===== src/rtl/status_pkg.sv =====
// Shared status-word definitions for the status unit and branch-condition logic.
package status_pkg;
  localparam int FLAG_W = 5;
  localparam int FLAG_C = 0;
  localparam int FLAG_Z = 1;
  localparam int FLAG_P = 2;
  localparam int FLAG_N = 3;
  localparam int FLAG_V = 4;

  // Field order matches the bit indices above: {V, N, P, Z, C}.
  typedef struct packed {
    logic v;
    logic n;
    logic p;
    logic z;
    logic c;
  } status_t;

  // Per-bit select: take nxt where mask is set, keep cur elsewhere.
  function automatic status_t merge_masked(status_t cur, status_t nxt,
                                           logic [FLAG_W-1:0] mask);
    return status_t'((cur & ~mask) | (nxt & mask));
  endfunction
endpackage


===== src/rtl/status_flag_unit_if.sv =====
// Bus between the ALU/control unit (master) and the status unit (slave).
interface status_flag_unit_if
  import status_pkg::*;
#(
  parameter int DATA_W      = 16,
  parameter int STACK_DEPTH = 4
);
  localparam int CNT_W = $clog2(STACK_DEPTH + 1);

  logic [DATA_W-1:0] alu_result;
  logic              alu_carry;
  logic              alu_ovf;
  logic              flag_we;
  logic [FLAG_W-1:0] flag_mask;
  logic              ld_en;
  logic [FLAG_W-1:0] ld_data;
  logic              push;
  logic              pop;
  logic              err_clr;
  logic [FLAG_W-1:0] status;
  logic              stack_empty;
  logic              stack_full;
  logic [CNT_W-1:0]  stack_cnt;
  logic              stack_err;

  modport master (
    output alu_result, alu_carry, alu_ovf, flag_we, flag_mask,
           ld_en, ld_data, push, pop, err_clr,
    input  status, stack_empty, stack_full, stack_cnt, stack_err
  );

  modport slave (
    input  alu_result, alu_carry, alu_ovf, flag_we, flag_mask,
           ld_en, ld_data, push, pop, err_clr,
    output status, stack_empty, stack_full, stack_cnt, stack_err
  );
endinterface


===== src/rtl/status_flag_unit_stack.sv =====
// LIFO of saved status words with count, full/empty and sticky error.
module status_stack #(
  parameter int DEPTH = 4,
  parameter int W     = 5,
  localparam int CW   = $clog2(DEPTH + 1)
) (
  input  logic          clk,
  input  logic          rst_n,
  input  logic          push,
  input  logic          pop,
  input  logic          err_clr,
  input  logic [W-1:0]  din,
  output logic [W-1:0]  dout,
  output logic          pop_ok,
  output logic [CW-1:0] cnt,
  output logic          full,
  output logic          empty,
  output logic          err
);
  logic [DEPTH-1:0][W-1:0] mem;
  logic                    push_ok;
  logic                    err_set;

  assign full    = (cnt == CW'(DEPTH));
  assign empty   = (cnt == '0);
  // Simultaneous push+pop is a collision: neither operation is legal.
  assign push_ok = push && !pop && !full;
  assign pop_ok  = pop && !push && !empty;
  assign err_set = (push && pop) || (push && full) || (pop && empty);

  // Top-of-stack read; a compare loop avoids out-of-range indexing when cnt=0.
  always_comb begin
    dout = '0;
    for (int i = 0; i < DEPTH; i++)
      if (cnt == CW'(i + 1)) dout = mem[i];
  end

  // Storage write; contents after reset are don't-care, so no reset here.
  always_ff @(posedge clk) begin
    for (int i = 0; i < DEPTH; i++)
      if (push_ok && cnt == CW'(i)) mem[i] <= din;
  end

  // Entry count and sticky error; a new error beats a same-cycle clear.
  always_ff @(posedge clk) begin
    if (!rst_n) begin
      cnt <= '0;
      err <= 1'b0;
    end else begin
      if (push_ok)     cnt <= cnt + 1'b1;
      else if (pop_ok) cnt <= cnt - 1'b1;
      if (err_set)      err <= 1'b1;
      else if (err_clr) err <= 1'b0;
    end
  end
endmodule


===== src/rtl/status_flag_unit.sv =====
// Registered N/P/Z/C/V status unit with masked update, direct load and save stack.
module status_flag_unit
  import status_pkg::*;
#(
  parameter int DATA_W      = 16,
  parameter int STACK_DEPTH = 4
) (
  input  logic             clk,
  input  logic             rst_n,
  status_flag_unit_if.slave bus
);
  status_t           status_q;
  status_t           comp;
  logic [FLAG_W-1:0] comp_v;
  logic [FLAG_W-1:0] stack_top;
  logic              pop_ok;

  // Flags derived from the current ALU outputs; exactly one of N/P/Z is set.
  always_comb begin
    comp_v         = '0;
    comp_v[FLAG_Z] = (bus.alu_result == '0);
    comp_v[FLAG_N] = bus.alu_result[DATA_W-1];
    comp_v[FLAG_P] = !comp_v[FLAG_N] && !comp_v[FLAG_Z];
    comp_v[FLAG_C] = bus.alu_carry;
    comp_v[FLAG_V] = bus.alu_ovf;
    comp           = status_t'(comp_v);
  end

  status_stack #(.DEPTH(STACK_DEPTH), .W(FLAG_W)) u_stack (
    .clk     (clk),
    .rst_n   (rst_n),
    .push    (bus.push),
    .pop     (bus.pop),
    .err_clr (bus.err_clr),
    .din     (status_q),
    .dout    (stack_top),
    .pop_ok  (pop_ok),
    .cnt     (bus.stack_cnt),
    .full    (bus.stack_full),
    .empty   (bus.stack_empty),
    .err     (bus.stack_err)
  );

  // Status register: legal pop > direct load > masked ALU update > hold.
  always_ff @(posedge clk) begin
    if (!rst_n)           status_q <= '0;
    else if (pop_ok)      status_q <= status_t'(stack_top);
    else if (bus.ld_en)   status_q <= status_t'(bus.ld_data);
    else if (bus.flag_we) status_q <= merge_masked(status_q, comp, bus.flag_mask);
  end

  assign bus.status = status_q;
endmodule


===== src/flat_wrapper.sv =====
// flat-port wrapper written by rule: the top's interface ports become plain ports
module status_flag_unit_flat import status_pkg::*;
#(
  parameter int DATA_W      = 16,
  parameter int STACK_DEPTH = 4
)
  (clk, rst_n, bus_alu_result, bus_alu_carry, bus_alu_ovf, bus_flag_we, bus_flag_mask, bus_ld_en, bus_ld_data, bus_push, bus_pop, bus_err_clr, bus_status, bus_stack_empty, bus_stack_full, bus_stack_cnt, bus_stack_err);
  status_flag_unit_if #(.DATA_W(DATA_W), .STACK_DEPTH(STACK_DEPTH)) bus_i ();
  input  logic clk;
  input  logic rst_n;
  input wire logic [$bits(bus_i.alu_result)-1:0] bus_alu_result;
  input wire logic [$bits(bus_i.alu_carry)-1:0] bus_alu_carry;
  input wire logic [$bits(bus_i.alu_ovf)-1:0] bus_alu_ovf;
  input wire logic [$bits(bus_i.flag_we)-1:0] bus_flag_we;
  input wire logic [$bits(bus_i.flag_mask)-1:0] bus_flag_mask;
  input wire logic [$bits(bus_i.ld_en)-1:0] bus_ld_en;
  input wire logic [$bits(bus_i.ld_data)-1:0] bus_ld_data;
  input wire logic [$bits(bus_i.push)-1:0] bus_push;
  input wire logic [$bits(bus_i.pop)-1:0] bus_pop;
  input wire logic [$bits(bus_i.err_clr)-1:0] bus_err_clr;
  output wire logic [$bits(bus_i.status)-1:0] bus_status;
  output wire logic [$bits(bus_i.stack_empty)-1:0] bus_stack_empty;
  output wire logic [$bits(bus_i.stack_full)-1:0] bus_stack_full;
  output wire logic [$bits(bus_i.stack_cnt)-1:0] bus_stack_cnt;
  output wire logic [$bits(bus_i.stack_err)-1:0] bus_stack_err;
  assign bus_i.alu_result = bus_alu_result;
  assign bus_i.alu_carry = bus_alu_carry;
  assign bus_i.alu_ovf = bus_alu_ovf;
  assign bus_i.flag_we = bus_flag_we;
  assign bus_i.flag_mask = bus_flag_mask;
  assign bus_i.ld_en = bus_ld_en;
  assign bus_i.ld_data = bus_ld_data;
  assign bus_i.push = bus_push;
  assign bus_i.pop = bus_pop;
  assign bus_i.err_clr = bus_err_clr;
  assign bus_status = bus_i.status;
  assign bus_stack_empty = bus_i.stack_empty;
  assign bus_stack_full = bus_i.stack_full;
  assign bus_stack_cnt = bus_i.stack_cnt;
  assign bus_stack_err = bus_i.stack_err;
  status_flag_unit #(.DATA_W(DATA_W), .STACK_DEPTH(STACK_DEPTH)) u_core (.clk(clk), .rst_n(rst_n), .bus(bus_i));
endmodule

===== config.mk =====
export PLATFORM = sky130hd
export DESIGN_NAME = status_flag_unit_flat
export DESIGN_NICKNAME = d
export VERILOG_FILES = /design/src/rtl/status_pkg.sv /design/src/rtl/status_flag_unit_if.sv /design/src/rtl/status_flag_unit_stack.sv /design/src/rtl/status_flag_unit.sv /design/src/flat_wrapper.sv
export SDC_FILE = /design/constraint.sdc
export NUM_CORES = 1
export LEC_CHECK = 0
export BUFFER_PORTS_ARGS = -buffer_cell sky130_fd_sc_hd__buf_2
export CAP_MARGIN = 20
export CORE_MARGIN = 4
export CORE_UTILIZATION = 54
export DETAILED_ROUTE_END_ITERATION = 7
export GPL_TIMING_DRIVEN = 0
export PLACE_DENSITY_LB_ADDON = 0.3
export SLEW_MARGIN = 25
export SYNTH_ARGS = -nofsm -noshare
export SYNTH_HDL_FRONTEND = slang
export SYNTH_HIERARCHICAL = 1
export SYNTH_SLANG_ARGS = --single-unit

===== constraint.sdc =====
create_clock -name clk -period 3.4 [get_ports clk]
set_input_delay 0.68 -clock clk [delete_from_list [all_inputs] [get_ports clk]]
set_output_delay 0.68 -clock clk [all_outputs]
set_load 0.01 [all_outputs]

==> results.md, run 1 <==
* Status: complete, no violations
* Post-route insts no fill at 212
* Slew Limit Fails at 0
* Syn_nets at 170
* R2R depth at 9
* Area grow syn2layout at 21.9%
* Post-CTS Hold Fix Bufs at 0
* Minimum clock period at 2480 ps
* Detailed Place HPWL at 2570 um
* First-pass GRT wire length at 5300 um
* Worst Path Buf+Inv at 2
* Worst path depth at 9
* Largest net degree at the start of global routing at 12
* DRC viols at 0
* CTS tree: done
* Final setup margin at 924 ps
* Final Hold Fails at 0
* Initial Utilization at 55.8%
* Post-CTS setup buffer count at 0
* Sequential fraction of the synthesis area at between 50% and 60%
* Top cell type's share of synthesized area at 39.3%
* Vias in the first global route at 1136
* IO Port Bufs at 44
* Power Dens Cells at 480 mW/mm2
* CTS buffer count at 5
* Arrival @ worst endpoint at 2740 ps
* Worst Setup End Kind: register
* Inst Count DP at 204
* Overall power at 0.894 mW
* Cts repair resizes at 0
* Die Ht at 61.2 um
* Crit-path slowest cell: dfxtp_1
* Post-route setup TNS at 0 ps
* YS warnings at 6
* Worst EP required at 3670 ps
* Final Net Count at ~220
* Die span in x at 61.2 um
* Row count at 19
* Max Clock Freq at 0.404 GHz
* Worst slew pin tran at between 400 and 500 ps
* GRT Total Usage at 19.4%
* Drt total wl at roughly 3200 um
* Max Cap Violations at 0
* CORE AREA at around 0.0027 mm2
* Die area at 0.00374 mm2
* Slowest stage delay, CP at 530 ps
* Period utilization at 72.8%
* Static Leakage at 0.755 nW
* RSZ-0062 raised after global routing: false
* Routed len/inst at approximately 15 um
* Cell taking the most area after synthesis: edfxtp_1
* Critical Path Fanout Max at 8
* Crit path launch: u_core/u_stack/cnt[2]
* Worst Hold Class: register to register
* Pre-CTS setup slack at 962 ps
* VDD IR-drop max at 0.369 mV
* Core Util, Final at 68.1%
* Vias per cell at 5.69
* Synth Register Bits at 29
* Post-synth design cell area at about 0.0015 mm2
* Cells after Synth at 129
* Most used DFF post-synth: edfxtp_1
* Via count at 1207
* Io pins at between 40 and 50
* CTS max path bufs at 2
* Router iterations before antenna repair at 4
* Finished Cell Area at ~0.0019 mm2
* Reg2Reg Launch Point: u_core/u_stack/cnt[2]
* Setup violations, final at 0
* Clk_skew at approximately 6.2 ps
* Largest cells by area after synthesis: edfxtp_1 (39%), dfxtp_1 (12%), ha_1 (4.9%)
* EDFF count, synth at 20
* ANT cells at 0
* Initial antenna violation count at 0
* Ys async rst share at 0%
* Reg clk slew, reported paths at around 80 ps
* Post-DP Area at 0.00179 mm2
* CP Class: register to register
* Fill count at 204
* Crit path cell chain: inv_1 -> ha_1 -> clkbuf_1 -> nor3_2 -> a221oi_1 -> a21oi_1 -> nor2b_4 -> nor4b_2 -> a32o_2
* CP Launch Type: register
* CP top delay family: simple AND/OR/NAND/NOR gates
* CTS root buf: clkbuf_4
* Skew-Pair Late Insertion Delay at around 320 ps
* Hold Crit Depth at 2
* Hold Slack at around 540 ps
* Slew headroom at roughly two thirds
* H-tree levels at 2
* Overflow after GRT at 0
* Initial drt markers at 85
* Synth cell types at 43
* R2r setup slk at just over 900 ps
* Layout cell share with drive strength beyond 1 at 37.0%
* Antenna viol nets, final at 0
* Routability Congestion at 0.821
* Syn_area_per_cell at 11.8 um2
* Clock sinks at 29
-- layout by cell type (no fill, tap or decap), drive strengths merged, types with 2 or more instances in the layout --
cell type	Yosys	routed
nor4	4	4
ha	6	6
a21oi	7	7
o21ai	2	2
clkbuf	1	7
dfxtp	9	9
nor2	10	10
a221oi	5	5
nand2	9	9
buf	3	47
a21boi	4	4
nand3	4	4
mux2	2	2
nor2b	9	9
a311oi	3	3
o31ai	3	3
edfxtp	20	20
inv	5	5
nand2b	2	2
clkinv	1	2
nor3b	2	2
and2	2	2
-- Yosys cell counts, types with 2 or more instances --
cell type   n
edfxtp_1   20
nor2_1     10
dfxtp_1     9
nand2_1     8
a21oi_1     7
nor2b_1     7
ha_1        6
a221oi_1    5
inv_1       5
nand3_1     4
nor4_2      4
a21boi_0    3
a311oi_1    3
o31ai_1     3
and2_1      2
buf_6       2
mux2_1      2
nand2b_1    2
nor3b_2     2
o21ai_0     2
-- kinds of logic (layout without fill, tap and decap cells) --
| group | Yosys count | after routing | share of synthesized area, % |
|---|---|---|---|
| mux | 3 | 3 | 2.13 |
| compound gates | 32 | 32 | 16.4 |
| simple gates | 49 | 49 | 21.4 |
| fa+ha+maj | 6 | 6 | 4.92 |
| flops | 29 | 29 | 51.1 |
| buf+inv | 10 | 62 | 4.02 |
-- worst min-delay path by stage --
stage | startpoint | endpoint | slack [ps]
floorplan | register | u_core/u_stack/mem[11] | 530
global placement | u_core/u_stack/err | u_core/u_stack/err | 500
detailed placement | u_core/u_stack/err | u_core/u_stack/err | 520
CTS | u_core/u_stack/err | u_core/u_stack/err | 540
global route | register | u_core/u_stack/mem[6] | 560
finish | u_core/u_stack/err | u_core/u_stack/err | 540
-- layer usage --
metal	track usage (%)	vias up	wire length (um)
met1	26.6	548	1430
met5	0	-	0
met2	28.7	56	1510
met4	7.74	0	42
li1	-	597	-
met3	6.08	6	246
-- tightest hold or removal path, cell delays in order (launching register included) --
cell,delay (ps)
dfxtp_1,340
a222oi_1,70
nor2b_1,100
-- cell type report --
class / count / area (um2) / share of cell area [%]
clock inverters: 2 / 33.8 / 1.82
flip-flops and latches: 29 / 781 / 42.0
plain buffers: 4 / 33.8 / 1.82
well taps: 31 / 38.8 / 2.08
repair buffers: 44 / 220 / 11.8
inverters: 6 / 27.5 / 1.48
multi-input cells: 90 / 684 / 36.8
clock buffers: 6 / 41.3 / 2.22
-- power breakdown --
group,internal [mW],switching [mW],total [mW]
sequential,0.405,0.0214,0.426
clock,0.153,0.113,0.266
combinational,0.0903,0.112,0.202
total,0.648,0.246,0.894
Power figures use the tool's default switching activity.
==> inputs of run 2 (changes only) <==
Settings changed: CORE_UTILIZATION 54 to 46.
Clock period 3.4 ns to 2.1 ns, I/O delays scaled along.
==> run 2 against run 1 <==
Compared with the run above:
- highest routed layer unchanged
- cell count rose by 6.6%
- maximum frequency rose by 28%
- sequential power rose by 63%
==> results.md, run 2 (same netlist as run 1, synthesis figures left out) <==
* Io pins at 46 (unchanged)
* Worst Hold Class: input port to register
* R2r setup slk at 170 ps (-760 ps)
* Worst Path Buf+Inv at 2 (unchanged)
* Minimum clock period at 1930 ps (-542 ps)
* Fill count at 277 (+36%)
* Routability Congestion at 0.773 (-5.9%)
* Slew Limit Fails at 0 (unchanged)
* Reg2Reg Launch Point: u_core/u_stack/cnt[1]
* Die Ht at 65.6 um (+7.3%)
* Antenna viol nets, final at 0 (unchanged)
* Most common cell after layout, fill and taps aside: buf_2
* Initial drt markers at 42 (-51%)
* Drt total wl at 3400 um (+5.5%)
* Register area at 785 um2 (+0.48%)
* Internal power at 1.19 mW (+84%)
* Power Dens Cells at 827 mW/mm2 (+72%)
* Reg power frac at 42.9% (-4.8 points)
* Worst path depth at 8 (-1)
* Max Clock Freq at 0.517 GHz (+28%)
* Final Hold Fails at 0 (unchanged)
* VDD IR-drop max at 0.359 mV (-2.6%)
* Clk_skew at 11.1 ps (+4.95 ps)
* CTS buffer count at 5 (unchanged)
* First-pass GRT wire length at 5690 um (+7.3%)
* Vias per cell at 5.33 (-6.4%)
* Period utilization at 92.1% (+19 points)
* Crit path launch: u_core/u_stack/cnt[1]
* NetSw at 0.427 mW (+74%)
* Most frequent cells in the layout: buf_2 (44), edfxtp_1 (20), nor2_1 (9)
* CORE AREA at 0.00310 mm2 (+14%)
* Static Leakage at 0.781 nW (+3.4%)
* CP Launch Type: register
* Overflow after GRT at 0 (unchanged)
* Die span in x at 65.6 um (+7.3%)
* Area grow syn2layout at 28.0%
* Clock Power Share at 34.9% (+5.2 points)
* Arrival @ worst endpoint at 2150 ps (-590 ps)
* Row count at 20 (+1)
* CP top delay family: simple AND/OR/NAND/NOR gates
* Slowest stage delay, CP at 370 ps (-160 ps)
* CTS root buf: clkbuf_4
* Clock sinks at 29 (unchanged)
* Post-route insts no fill at 226 (+6.6%)
* R2R depth at 8 (-1)
* Die area at 0.00430 mm2 (+15%)
* Vias in the first global route at 1294 (+14%)
* GRT Total Usage at 17.4% (-2.0 points)
* Initial Utilization at 49.2% (-6.6 points)
* Final Net Count at 222 (+0.45%)
* Worst Setup End Kind: register
* Max Cap Violations at 0 (unchanged)
* Initial antenna violation count at 0 (unchanged)
* Via count at 1204 (-0.25%)
* CP Class: register to register
* Largest net degree at the start of global routing at 12 (unchanged)
* Worst slew pin tran at 507 ps (+28.6 ps)
* Slew headroom at 66.1% (-1.9 points)
* Routed len/inst at 15.1 um (-1.1%)
* RSZ-0062 raised after global routing: false
* Status: complete, no violations
* Worst EP required at 2320 ps (-1350 ps)
* Router iterations before antenna repair at 4 (unchanged)
* Inst Count DP at 217 (+6.4%)
* H-tree levels at 2 (unchanged)
* IO Port Bufs at 44 (unchanged)
* CTS tree: done
* Crit-path slowest cell: dfxtp_2
* DRC viols at 0 (unchanged)
* CTS max path bufs at 2 (unchanged)
* Logic pwr share at 22.2% (-0.4 points)
* Reg clk slew, reported paths at 100 ps (+20 ps)
* Layout cell share with drive strength beyond 1 at 43.4% (+6.4 points)
* Post-route setup TNS at 0 ps (unchanged)
* Multi-input gate area at 719 um2 (+5.1%)
* Post-CTS Hold Fix Bufs at 0 (unchanged)
* Sw frac at 26.4% (-1.1 points)
* Crit path cell chain: inv_1 -> ha_2 -> nor2b_2 -> nor3b_4 -> buf_6 -> nor2b_4 -> nor4b_2 -> a32o_2
* Critical Path Fanout Max at 9 (+1)
* Setup violations, final at 0 (unchanged)
* Detailed Place HPWL at 2660 um (+3.6%)
* ANT cells at 0 (unchanged)
* Skew-Pair Late Insertion Delay at 330 ps (about the same)
## run 2: cell types whose count changed in the layout (fill, tap and decap cells not counted), sizes merged
cell | previous run | this run
clkbuf | 7 | 5
buf | 47 | 49
bufinv | 1 | 2
## run 2: worst min-delay path by stage
stage | startpoint | end | slack [ps] | depth (start not counted)
floorplan | register | u_core/u_stack/mem[11] | 530 | 0
global placement | u_core/u_stack/err | u_core/u_stack/err | 500 | 2
detailed placement | u_core/u_stack/err | u_core/u_stack/err | 530 | 2
CTS | bus_flag_mask[1] | register | 350 | 3
global route | bus_flag_mask[1] | register | 380 | 3
finish | bus_flag_mask[1] | register | 360 | 3
## run 2: worst register-to-register path: cells and delay by family (launching register included)
| family | cells | cell delay (ps) |
|---|---|---|
| simple gates | 4 | 710 |
| flops | 1 | 370 |
| buf+inv | 2 | 270 |
| compound gates | 1 | 260 |
| fa+ha+maj | 1 | 220 |
## run 2: power groups by stage
stage / Clock, mW / Sequential [mW] / Combinational [mW]
6_report: 0.565 / 0.693 / 0.359
5_1_grt: 0.597 / 0.701 / 0.395
4_1_cts: 0.576 / 0.692 / 0.349
3_5_place_dp: 0 / 0.705 / 0.330
3_3_place_gp: 0 / 0.700 / 0.316
2_1_floorplan: 0 / 0.705 / 0.201
## run 2: cell type report
class                      instances  area share (%)
sequential                        29            40.1
multi-input combinational         90            36.8
timing repair buffer              46            12.0
clock inverter                     3            3.33
tap                               44            2.82
clock buffer                       5            1.92
buffer                             3            1.54
inverter                           6            1.41
## run 2: metrics by stage
step	worst slack (ps)	util (%)	cell area, um2	hold WS (ps)	power, mW
final	167	63.0	1950	359	1.62
after global routing	58.0	63.0	1950	382	1.69
after CTS	23.6	62.3	1930	347	1.62
after detailed placement	-392	58.1	1800	532	1.03
after global placement	-291	58.1	1800	504	1.02
after floorplan	0.576	-	1530	534	0.906
## run 2: timing repair
| action | 4_1_cts | 5_1_grt |
|---|---|---|
| buffers inserted | 1 | 1 |
| gates cloned | 0 | 0 |
| resized for setup | 6 | 5 |
| endpoints found under the setup margin | 2 | 6 |
| pin swaps | 2 | 1 |
## run 2: per-layer routing
| layer | wire [um] | GRT usage, % | vias up |
|---|---|---|---|
| li1 | - | - | 596 |
| met3 | 239 | 5.81 | 6 |
| met5 | 0 | 0 | - |
| met2 | 1670 | 29.8 | 42 |
| met4 | 40 | 5.18 | 0 |
| met1 | 1460 | 20.7 | 560 |
==> inputs of run 3 (changes only) <==
Settings changed: CORE_UTILIZATION 46 to 50.
Clock period 2.1 ns to 1.95 ns, I/O delays scaled along.
==> run 3 against run 2 <==
Compared with the run above:
- power increased by 0.45%
- register-to-register slack worse by 70 ps
- highest routed layer unchanged
- critical path type unchanged
- critical path depth stayed put
==> results.md, run 3 (same netlist as run 1, synthesis figures left out) <==
* Crit-path slowest cell: dfxtp_2
* Core Util, Final at 68.8% (+5.8 points)
* CTS max path bufs at 2 (unchanged)
* Largest net degree at the start of global routing at 12 (unchanged)
* Hold Crit Start: bus_flag_mask[1]
* Reg2Reg Launch Point: u_core/u_stack/cnt[0]
* Row count at 19 (-5.0%)
* Arrival @ worst endpoint at 2070 ps (-80 ps)
* Max Clock Freq at 0.538 GHz (+4.1%)
* Io pins at 46 (unchanged)
* Overflow after GRT at 0 (unchanged)
* Routed wire length on met3 at 282 um (+18%)
* Most frequent cells in the layout: buf_2 (44), edfxtp_1 (20), nor2_1 (9)
* Met1 Routed Length at 1440 um (-0.96%)
* Via count at 1237 (+2.7%)
* CTS tree: done
* Met2 routed WL at 1600 um (-4.3%)
* Post-CTS Hold Fix Bufs at 0 (unchanged)
* Worst Hold Class: input port to register
* ANT cells at 0 (unchanged)
* Setup violations, final at 0 (unchanged)
* GRT Total Usage at 17.4% (about the same)
* First-pass GRT wire length at 5390 um (-5.2%)
* Die area at 0.00400 mm2 (-7.0%)
* Final Net Count at 224 (+0.90%)
* Detailed Place HPWL at 2500 um (-5.9%)
* Slew Limit Fails at 0 (unchanged)
* Reg clk slew, reported paths at 90 ps (about the same)
* Critical Path Fanout Max at 9 (unchanged)
* Skew-Pair Late Insertion Delay at 310 ps (-20 ps)
* Vias per cell at 5.75 (+8.0%)
* Post-route insts no fill at 215 (-4.9%)
* CP top delay family: compound AO/OA/AOI/OAI gates
* Fill count at 205 (-26%)
* Routability Congestion at 0.781 (+0.96%)
* VDD IR-drop max at 0.502 mV (+40%)
* Crit path cell chain: inv_1 -> ha_2 -> nor2b_2 -> nor3b_4 -> buf_6 -> a211oi_4 -> nor4b_2 -> a32o_2
* CTS buffer count at 5 (unchanged)
* Vias in the first global route at 1205 (-6.9%)
* Initial antenna violation count at 0 (unchanged)
* Final Hold Fails at 0 (unchanged)
* Clk_skew at 3.05 ps (-8.09 ps)
* CP Launch Type: register
* CP Class: register to register
* Finished Cell Area at 0.00195 mm2 (-0.38%)
* Static Leakage at 0.778 nW (-0.38%)
* RSZ-0062 raised after global routing: true
* IO Port Bufs at 44 (unchanged)
* Inst Count DP at 204 (-6.0%)
* Clock sinks at 29 (unchanged)
* Worst Path Buf+Inv at 2 (unchanged)
* Worst slew pin tran at 478 ps (-28.3 ps)
* Drt total wl at 3350 um (-1.6%)
* Worst Setup End Kind: register
* Top sig layer: met4
* Initial drt markers at 50 (+19%)
* H-tree levels at 2 (unchanged)
* Power Dens Cells at 834 mW/mm2 (+0.84%)
* Slowest stage delay, CP at 360 ps (about the same)
* Die Ht at 63.3 um (-3.6%)
* Area grow syn2layout at 27.5%
* Antenna viol nets, final at 0 (unchanged)
* Minimum clock period at 1860 ps (-76.3 ps)
* Worst EP required at 2170 ps (-150 ps)
* Most common cell after layout, fill and taps aside: buf_2
* Status: complete, no violations
* Initial Utilization at 54.0% (+4.8 points)
* Period utilization at 95.2% (+3.2 points)
* Max Cap Violations at 0 (unchanged)
* Layout cell share with drive strength beyond 1 at 44.6% (+1.2 points)
* Crit path launch: u_core/u_stack/cnt[0]
* Slew headroom at 68.0% (+1.9 points)
* Die span in x at 63.3 um (-3.6%)
* Router iterations before antenna repair at 5 (+1)
* Routed len/inst at 15.6 um (+3.4%)
* CORE AREA at 0.00283 mm2 (-8.8%)
* CTS root buf: clkbuf_4
* DRC viols at 0 (unchanged)
* Post-DP Area at 0.00179 mm2 (-0.62%)
## run 3: cell count changes in the layout (fill, tap and decap cells not counted), sizes merged
cell | before | now
buf | 49 | 51
bufinv | 2 | 1
clkbuf | 5 | 6
## run 3: tightest hold or removal path, delay by kind of cell
kind / cells / cell delay [ps]
compound gates: 1 / 70
buf+inv: 1 / 100
simple gates: 1 / 60
## run 3: metal layers
layer | track usage, % | up-vias
li1 | - | 606
met1 | 21.5 | 579
met2 | 28.7 | 48
met3 | 6.39 | 4
met4 | 4.85 | 0
met5 | 0 | -
## run 3: final timing paths
check,endpoint,slack (ps),depth (start not counted)
max,register,90,8
min,register,350,3
max reg2reg,register,90,8
min reg2reg,u_core/u_stack/err,530,2
## run 3: power breakdown
group / internal (mW) / leakage, nW / switching, mW
registers: 0.708 / 0.260 / 0.0380
clock network: 0.267 / 0.0399 / 0.206
logic: 0.190 / 0.478 / 0.216
total: 1.16 / 0.778 / 0.460
## run 3: repair_timing
item | in CTS | in global routing
setup endpoints to repair | 11 | 25
cloned | 0 | 0
resized for setup | 8 | 5
pin swaps | 3 | 3
setup buffers | 2 | 2
## run 3: through the flow
stage               power (mW)  setup WS [ps]  setup TNS, ps  hold slack (ps)
global route              1.71          -5.39          -5.39              348
floorplan                0.978           31.8              0              516
global placement          1.10           -256           -256              498
detailed placement        1.11           -275           -275              514
CTS                       1.61           17.1              0              336
finish                    1.62           92.9              0              348
## run 3: final cells by class
type / count / area [um2] / share of cell area, %
flip-flops and latches: 29 / 785 / 40.3
multi-input cells: 90 / 741 / 38.0
repair buffers: 48 / 250 / 12.9
clock buffers: 6 / 41.3 / 2.12
well taps: 31 / 38.8 / 1.99
clock inverters: 2 / 33.8 / 1.74
plain buffers: 3 / 30.0 / 1.54
inverters: 6 / 27.5 / 1.41
